==> src/rtl/pipelined_ram_pkg.sv <==
// Shared types and default parameters for the pipelined single-port RAM.
package pipelined_ram_pkg;

   localparam int unsigned DEF_DATA_W = 8;
   localparam int unsigned DEF_ADDR_W = 8;
   localparam int unsigned DEF_RD_LAT = 1;
   localparam int unsigned MAX_RD_LAT = 4;

   typedef enum logic {
      ST_CLEAR = 1'b0,
      ST_IDLE  = 1'b1
   } state_e;

   function automatic int unsigned be_width(input int unsigned data_w);
      return data_w / 8;
   endfunction

endpackage

==> src/rtl/pipelined_ram_if.sv <==
// Request/response bus between a RAM client (master) and the RAM (slave).
interface pipelined_ram_if
   import pipelined_ram_pkg::*;
#(
   parameter int unsigned DATA_W = DEF_DATA_W,
   parameter int unsigned ADDR_W = DEF_ADDR_W
);

   localparam int unsigned BE_W = be_width(DATA_W);

   logic              ce;
   logic              we;
   logic [BE_W-1:0]   be;
   logic [ADDR_W-1:0] addr;
   logic [DATA_W-1:0] din;
   logic              clr;
   logic [DATA_W-1:0] dout;
   logic              rvalid;
   logic              ready;

   modport master (
      output ce, we, be, addr, din, clr,
      input  dout, rvalid, ready
   );

   modport slave (
      input  ce, we, be, addr, din, clr,
      output dout, rvalid, ready
   );

endinterface

==> src/rtl/pipelined_ram_rd_pipe.sv <==
// Extra read-latency stages behind the RAM output register; pure wires when RD_LAT=1.
module ram_rd_pipe
   import pipelined_ram_pkg::*;
#(
   parameter int unsigned DATA_W = DEF_DATA_W,
   parameter int unsigned RD_LAT = DEF_RD_LAT
) (
   input  logic              clk,
   input  logic              rst,
   input  logic              in_valid,
   input  logic [DATA_W-1:0] in_data,
   output logic              out_valid,
   output logic [DATA_W-1:0] out_data
);

   localparam int unsigned NSTG = RD_LAT - 1;

   // Chain taps: index 0 is the pipe input, index s+1 is the output of stage s.
   logic [NSTG:0]     v_c;
   logic [DATA_W-1:0] d_c [NSTG+1];

   assign v_c[0] = in_valid;
   assign d_c[0] = in_data;

   for (genvar s = 0; s < NSTG; s++) begin : g_stg
      logic              vld_q;
      logic              vld_d;
      logic [DATA_W-1:0] dat_q;
      logic [DATA_W-1:0] dat_d;

      // Data only advances with a valid token so the tail holds the last read.
      always_comb begin
         vld_d = v_c[s];
         dat_d = dat_q;
         if (v_c[s]) begin
            dat_d = d_c[s];
         end
      end

      always_ff @(posedge clk or posedge rst) begin
         if (rst) begin
            vld_q <= 1'b0;
            dat_q <= '0;
         end else begin
            vld_q <= vld_d;
            dat_q <= dat_d;
         end
      end

      assign v_c[s+1] = vld_q;
      assign d_c[s+1] = dat_q;
   end

   if (NSTG == 0) begin : g_no_stages
      logic unused_c;
      assign unused_c = clk ^ rst;
   end

   assign out_valid = v_c[NSTG];
   assign out_data  = d_c[NSTG];

endmodule

==> src/rtl/pipelined_ram.sv <==
// Single-port byte-writable RAM with a self-clearing walk after reset/clr and
// a configurable-latency, fully pipelined read path.
module pipelined_ram
   import pipelined_ram_pkg::*;
#(
   parameter int unsigned DATA_W = DEF_DATA_W,
   parameter int unsigned ADDR_W = DEF_ADDR_W,
   parameter int unsigned RD_LAT = DEF_RD_LAT
) (
   input  logic           clk,
   input  logic           rst,
   pipelined_ram_if.slave bus
);

   localparam int unsigned       BE_W      = be_width(DATA_W);
   localparam int unsigned       DEPTH     = 2 ** ADDR_W;
   localparam logic [ADDR_W-1:0] LAST_ADDR = '1;

   state_e            state_q;
   state_e            state_d;
   logic [ADDR_W-1:0] cnt_q;
   logic [ADDR_W-1:0] cnt_d;
   logic              ready_q;
   logic              ready_d;

   logic [BE_W-1:0]   wr_en_c;
   logic [ADDR_W-1:0] wr_addr_c;
   logic [DATA_W-1:0] wr_data_c;
   logic              rd_en_c;

   logic [DATA_W-1:0] rdata_q;
   logic [DATA_W-1:0] rdata_d;
   logic              rvld_q;
   logic              rvld_d;

   logic [DATA_W-1:0] mem [DEPTH];

   // Control: clear walk owns the write port; user access only in IDLE.
   always_comb begin
      state_d   = state_q;
      cnt_d     = cnt_q;
      wr_en_c   = '0;
      wr_addr_c = cnt_q;
      wr_data_c = '0;
      rd_en_c   = 1'b0;

      case (state_q)
         ST_CLEAR: begin
            wr_en_c = '1;
            cnt_d   = cnt_q + ADDR_W'(1);
            if (cnt_q == LAST_ADDR) begin
               state_d = ST_IDLE;
               cnt_d   = '0;
            end
         end
         ST_IDLE: begin
            if (bus.ce && !bus.clr) begin
               if (bus.we) begin
                  wr_en_c   = bus.be;
                  wr_addr_c = bus.addr;
                  wr_data_c = bus.din;
               end else begin
                  rd_en_c = 1'b1;
               end
            end
         end
         default: begin
            state_d = ST_CLEAR;
            cnt_d   = '0;
         end
      endcase

      if (bus.clr) begin
         state_d = ST_CLEAR;
         cnt_d   = '0;
      end

      ready_d = (state_d == ST_IDLE);
   end

   always_ff @(posedge clk or posedge rst) begin
      if (rst) begin
         state_q <= ST_CLEAR;
         cnt_q   <= '0;
         ready_q <= 1'b0;
      end else begin
         state_q <= state_d;
         cnt_q   <= cnt_d;
         ready_q <= ready_d;
      end
   end

   // Storage is deliberately not reset; zeroing comes from the clear walk.
   always_ff @(posedge clk) begin
      for (int unsigned b = 0; b < BE_W; b++) begin
         if (wr_en_c[b]) begin
            mem[wr_addr_c][8*b +: 8] <= wr_data_c[8*b +: 8];
         end
      end
   end

   always_comb begin
      rvld_d  = rd_en_c;
      rdata_d = rdata_q;
      if (rd_en_c) begin
         rdata_d = mem[bus.addr];
      end
   end

   // First read stage: RAM output register, loaded only on accepted reads.
   always_ff @(posedge clk or posedge rst) begin
      if (rst) begin
         rvld_q  <= 1'b0;
         rdata_q <= '0;
      end else begin
         rvld_q  <= rvld_d;
         rdata_q <= rdata_d;
      end
   end

   ram_rd_pipe #(
      .DATA_W (DATA_W),
      .RD_LAT (RD_LAT)
   ) u_rd_pipe (
      .clk       (clk),
      .rst       (rst),
      .in_valid  (rvld_q),
      .in_data   (rdata_q),
      .out_valid (bus.rvalid),
      .out_data  (bus.dout)
   );

   assign bus.ready = ready_q;

endmodule
==> src/flat_wrapper.sv <==
// flat-port wrapper written by rule: the top's interface ports become plain ports
module pipelined_ram_flat import pipelined_ram_pkg::*;
#(
   parameter int unsigned DATA_W = DEF_DATA_W,
   parameter int unsigned ADDR_W = DEF_ADDR_W,
   parameter int unsigned RD_LAT = DEF_RD_LAT
)
  (clk, rst, bus_ce, bus_we, bus_be, bus_addr, bus_din, bus_clr, bus_dout, bus_rvalid, bus_ready);
  pipelined_ram_if #(.DATA_W(DATA_W), .ADDR_W(ADDR_W)) bus_i ();
  input  logic clk;
  input  logic rst;
  input wire logic [$bits(bus_i.ce)-1:0] bus_ce;
  input wire logic [$bits(bus_i.we)-1:0] bus_we;
  input wire logic [$bits(bus_i.be)-1:0] bus_be;
  input wire logic [$bits(bus_i.addr)-1:0] bus_addr;
  input wire logic [$bits(bus_i.din)-1:0] bus_din;
  input wire logic [$bits(bus_i.clr)-1:0] bus_clr;
  output wire logic [$bits(bus_i.dout)-1:0] bus_dout;
  output wire logic [$bits(bus_i.rvalid)-1:0] bus_rvalid;
  output wire logic [$bits(bus_i.ready)-1:0] bus_ready;
  assign bus_i.ce = bus_ce;
  assign bus_i.we = bus_we;
  assign bus_i.be = bus_be;
  assign bus_i.addr = bus_addr;
  assign bus_i.din = bus_din;
  assign bus_i.clr = bus_clr;
  assign bus_dout = bus_i.dout;
  assign bus_rvalid = bus_i.rvalid;
  assign bus_ready = bus_i.ready;
  pipelined_ram #(.DATA_W(DATA_W), .ADDR_W(ADDR_W), .RD_LAT(RD_LAT)) u_core (.clk(clk), .rst(rst), .bus(bus_i));
endmodule
==> config.mk <==
export PLATFORM = sky130hd
export DESIGN_NAME = pipelined_ram_flat
export DESIGN_NICKNAME = d
export VERILOG_FILES = /design/src/rtl/pipelined_ram_pkg.sv /design/src/rtl/pipelined_ram_if.sv /design/src/rtl/pipelined_ram_rd_pipe.sv /design/src/rtl/pipelined_ram.sv /design/src/flat_wrapper.sv
export SDC_FILE = /design/constraint.sdc
export NUM_CORES = 2
export LEC_CHECK = 0
export BUFFER_PORTS_ARGS = -buffer_cell sky130_fd_sc_hd__buf_2
export CORE_MARGIN = 1.5
export CORE_UTILIZATION = 50
export DETAILED_ROUTE_END_ITERATION = 10
export PLACE_DENSITY_LB_ADDON = 0.12
export SLEW_MARGIN = 20
export SYNTH_ARGS = -nofsm -noshare
export SYNTH_HDL_FRONTEND = slang
export SYNTH_HIERARCHICAL = 1
export SYNTH_SLANG_ARGS = --single-unit
export TNS_END_PERCENT = 1
==> constraint.sdc <==
create_clock -name clk -period 7.3 [get_ports clk]
set_input_delay 1.46 -clock clk [delete_from_list [all_inputs] [get_ports clk]]
set_output_delay 1.46 -clock clk [all_outputs]
set_load 0.01 [all_outputs]
==> summary.txt <==
Outcome
  – Status: finished clean

GRT
  – Largest net degree at the start of global routing: 159
  – GRT Resource Usage Total: a little over a quarter
  – First-pass GRT wire length: ~310000 microns
  – Congestion Overflow GR: 0
  – Initial antenna violation count: 7
  – Vias in the first global route: between 40000 and 50000

STA
  – Total Neg Setup Slack: 0 ns
  – Hold Fails Final Rpt: 0
  – Setup WS post-layout: between 2 and 2.5 ns
  – Unrepaired setup endpoints after global routing: false
  – Max-slew headroom: approximately an eighth
  – Final worst path period need: roughly 5.2 ns
  – Final Setup Violations: 0
  – Setup Skew: about 0.05 ns
  – Period utilization: 71.21%
  – Highest clock rate: 192.4 MHz
  – Fin. max-slew vios: 0
  – Final hold slack: approximately 0.66 ns
  – Slew @ Worst Pin: about 1.3 ns

Detailed routing
  – Wire per inst: 33.87 microns
  – 1st-iter DRT viols: approximately 5400
  – Antenna-violating nets left: 0
  – Drt drc: 0
  – Via count: roughly 42000
  – Drt first pass iters: 6
  – Vias per Instance: 6.387
  – Routed wire length: roughly 220000 microns

Cells and area
  – Register area: ~62000 sq um
  – Design area: between 90000 and 100000 sq um
  – Fin cells: between 6000 and 7000
  – Multi-input logic area: roughly 18000 sq um
  – FILL cells: between 10000 and 15000
  – Layout net count: 4222
  – Fraction of layout cells with a size suffix above 1: between 10% and 20%
  – Area grow syn2layout: 11.14%

CTS
  – CTS Buffer Depth: 3
  – Hold buffers post-CTS: 0
  – Clock root cell: clkbuf_16
  – H-Tree Depth: 4
  – CTS tree: done
  – # clock sinks: roughly 2100
  – PostCTS Resize Cnt: 0
  – Worst-path clk slew: about 0.060 ns
  – Clock latency on the worst-skew pair: ~0.84 ns
  – CTS buffer count: between 200 and 250
  – Postcts setup bufs: 0

Worst setup path
  – CP Class: in -> reg
  – Worst Path Required: around 7.8 ns
  – Startpoint Class: input pin
  – Critical path arrival: 5.66 ns
  – Worst setup EP type: flip-flop
  – Worst-path fanout max: 22

Die
  – DIE HEIGHT: around 410 microns
  – Starting Density: between 50% and 60%
  – Die ar.: 165100 sq um
  – Core ar.: between 150000 and 200000 sq um
  – FP Rows: around 150
  – Ports: 32
  – Die Width: ~410 microns

Synth
  – Syn nets: around 4100
  – Mapped Cells: approximately 4100
  – Flops & latches, synth: 2066
  – Syn Std Cell Area: about 81000 sq um
  – Number of flops mapped to enable cells by yosys: roughly 2000
  – Cell variety after synth: 76
  – Avg Inst Size Synth: 19.87 sq um
  – Yosys warns: 6
  – Primary FF master, synth: edfxtp_1
  – Sequential-to-total area share from yosys stat: around three quarters
  – Ys async rst share: less than 1%

Placed design
  – Half-perimeter wire length after placement: 141700 microns
  – Post-Place Cell Area: between 80000 and 90000 sq um
  – Gpl congestion: around 0.90
  – Pre-CTS setup slack: ~1.3 ns
  – Inst Count DP: approximately 6200
  – Count of input and output buffers: 31

Pwr
  – Power per cell area: around 270 nW/um^2
  – Peak VDD IR: about 0.26 mV
  – Static leakage: about 33 nW

Run
  – Max Cap Violations: 0

Worst hold path
  – Hold Crit Class: reg -> reg
## cell families (layout without fill, tap and decap cells)
family	Yosys count	count (layout)	synth area share (%)
buf+inv	260	544	2.385
simple gates	594	594	3.151
other cells	0	3	0
xor+xnor	5	5	0.05383
mux	710	710	14.31
flops	2066	2066	76.15
compound gates	458	458	3.928
fa+ha+maj	1	1	0.01538
## worst paths after layout
kind                                              from                       endpoint  slack, ns  cells past startpoint
setup / recovery                               bus_clr   u_core/mem[190][5]$_DFFE_PP_       2.10                      7
hold / removal             u_core/cnt_q[4]$_DFFE_PP0P_    u_core/cnt_q[4]$_DFFE_PP0P_       0.66                      2
setup reg to reg            u_core/bus.ready$_DFF_PP0_   u_core/mem[190][5]$_DFFE_PP_       2.42                      6
hold reg to reg            u_core/cnt_q[4]$_DFFE_PP0P_    u_core/cnt_q[4]$_DFFE_PP0P_       0.66                      2
max in group asynchronous                          rst  u_core/rdata_q[0]$_DFFE_PP0P_       6.13                      2
min in group asynchronous                          rst        u_core/rvld_q$_DFF_PP0_       0.71                      2
## stage by stage
step / total power [mW] / util (%)
2_1_floorplan: 13.61 / -
3_3_place_gp: 13.88 / 51.85
3_5_place_dp: 13.89 / 51.87
4_1_cts: 24.44 / 56.11
5_1_grt: 24.88 / 56.11
6_report: 24.30 / 56.12
## layer usage
metal / global-route usage, % / part of all wire, % / vias up
li1: - / - / 17130
met1: 40.46 / 43 / 22350
met2: 40.34 / 46 / 1962
met3: 5.466 / 8.8 / 334
met4: 7.947 / 2.8 / 6
met5: 0 / 0.019 / -
## synthesized netlist by cell type, types with 11 or more instances
library cell / instances / area [sq um]
dfrtp_1: 18 / 450.4
a22oi_1: 25 / 187.7
o221ai_1: 46 / 402.9
buf_1: 11 / 41.29
edfxtp_1: 2048 / 61500
a221oi_1: 28 / 245.2
a2111oi_0: 12 / 105.1
buf_4: 34 / 255.2
buf_6: 32 / 360.4
nand3_1: 48 / 240.2
mux4_2: 313 / 7049
nor3_1: 27 / 135.1
o21ai_0: 49 / 245.2
a21oi_1: 51 / 255.2
a211oi_1: 48 / 360.4
clkbuf_1: 77 / 289.0
mux2i_1: 356 / 3563
a31oi_1: 19 / 118.9
buf_2: 59 / 295.3
buf_8: 19 / 285.3
nand3b_1: 15 / 112.6
and2_1: 12 / 75.07
nor2_1: 287 / 1077
nand2_1: 154 / 578.1
o22ai_1: 127 / 794.5
buf_12: 16 / 320.3
mux4_1: 38 / 998.5
## worst max-delay path, stage by stage
cell and delay (ns):
buf_2 0.18, and2b_1 0.32, nand3_1 0.64, o31ai_1 0.99
nand3_1 0.81, buf_4 0.46, nor2_1 0.77
## power breakdown
group	internal [mW]	total, mW	switching, mW
combinational	0.244	0.773	0.529
sequential	12.9	12.9	0.0144
clock	6.20	10.7	4.46
## final cells by class
class                      instances  area share (%)
sequential                      2066           68.52
multi-input combinational       1768           19.41
clock inverter                   131           1.495
antenna                            3        0.008303
clock buffer                     253           6.054
tap                             2160           2.989
timing repair buffer             154           1.496
inverter                           6         0.02768
## cell usage in the layout (no fill, tap or decap), types with 7 or more instances in the layout
| cell | instances |
|---|---|
| a221oi_1 | 28 |
| edfxtp_1 | 2048 |
| o21ai_0 | 49 |
| clkbuf_8 | 10 |
| a22oi_1 | 25 |
| buf_4 | 105 |
| buf_2 | 27 |
| dfrtp_1 | 18 |
| o22ai_1 | 127 |
| mux2i_1 | 356 |
| o31ai_1 | 8 |
| a21oi_1 | 51 |
| mux4_2 | 313 |
| a31oi_1 | 19 |
| clkinv_2 | 35 |
| nand3_1 | 47 |
| clkinv_1 | 54 |
| nand3b_1 | 15 |
| nor3_1 | 27 |
| clkbuf_1 | 35 |
| bufinv_16 | 25 |
| mux4_1 | 38 |
| a211oi_1 | 48 |
| a2111oi_0 | 7 |
| buf_12 | 18 |
| nor2_1 | 279 |
| nand4_1 | 9 |
| nor4_1 | 8 |
| clkbuf_16 | 208 |
| o221ai_1 | 46 |
| and2_4 | 8 |
| nand2_1 | 153 |
## state kept, by name, indices dropped and copies added (netlist names)
name              flops
u_core/rdata_q        8
u_core/cnt_q          8
u_core/mem         2048
u_core/bus.ready      1
u_core/rvld_q         1
No activity file was read; power rests on OpenSTA's default activity.
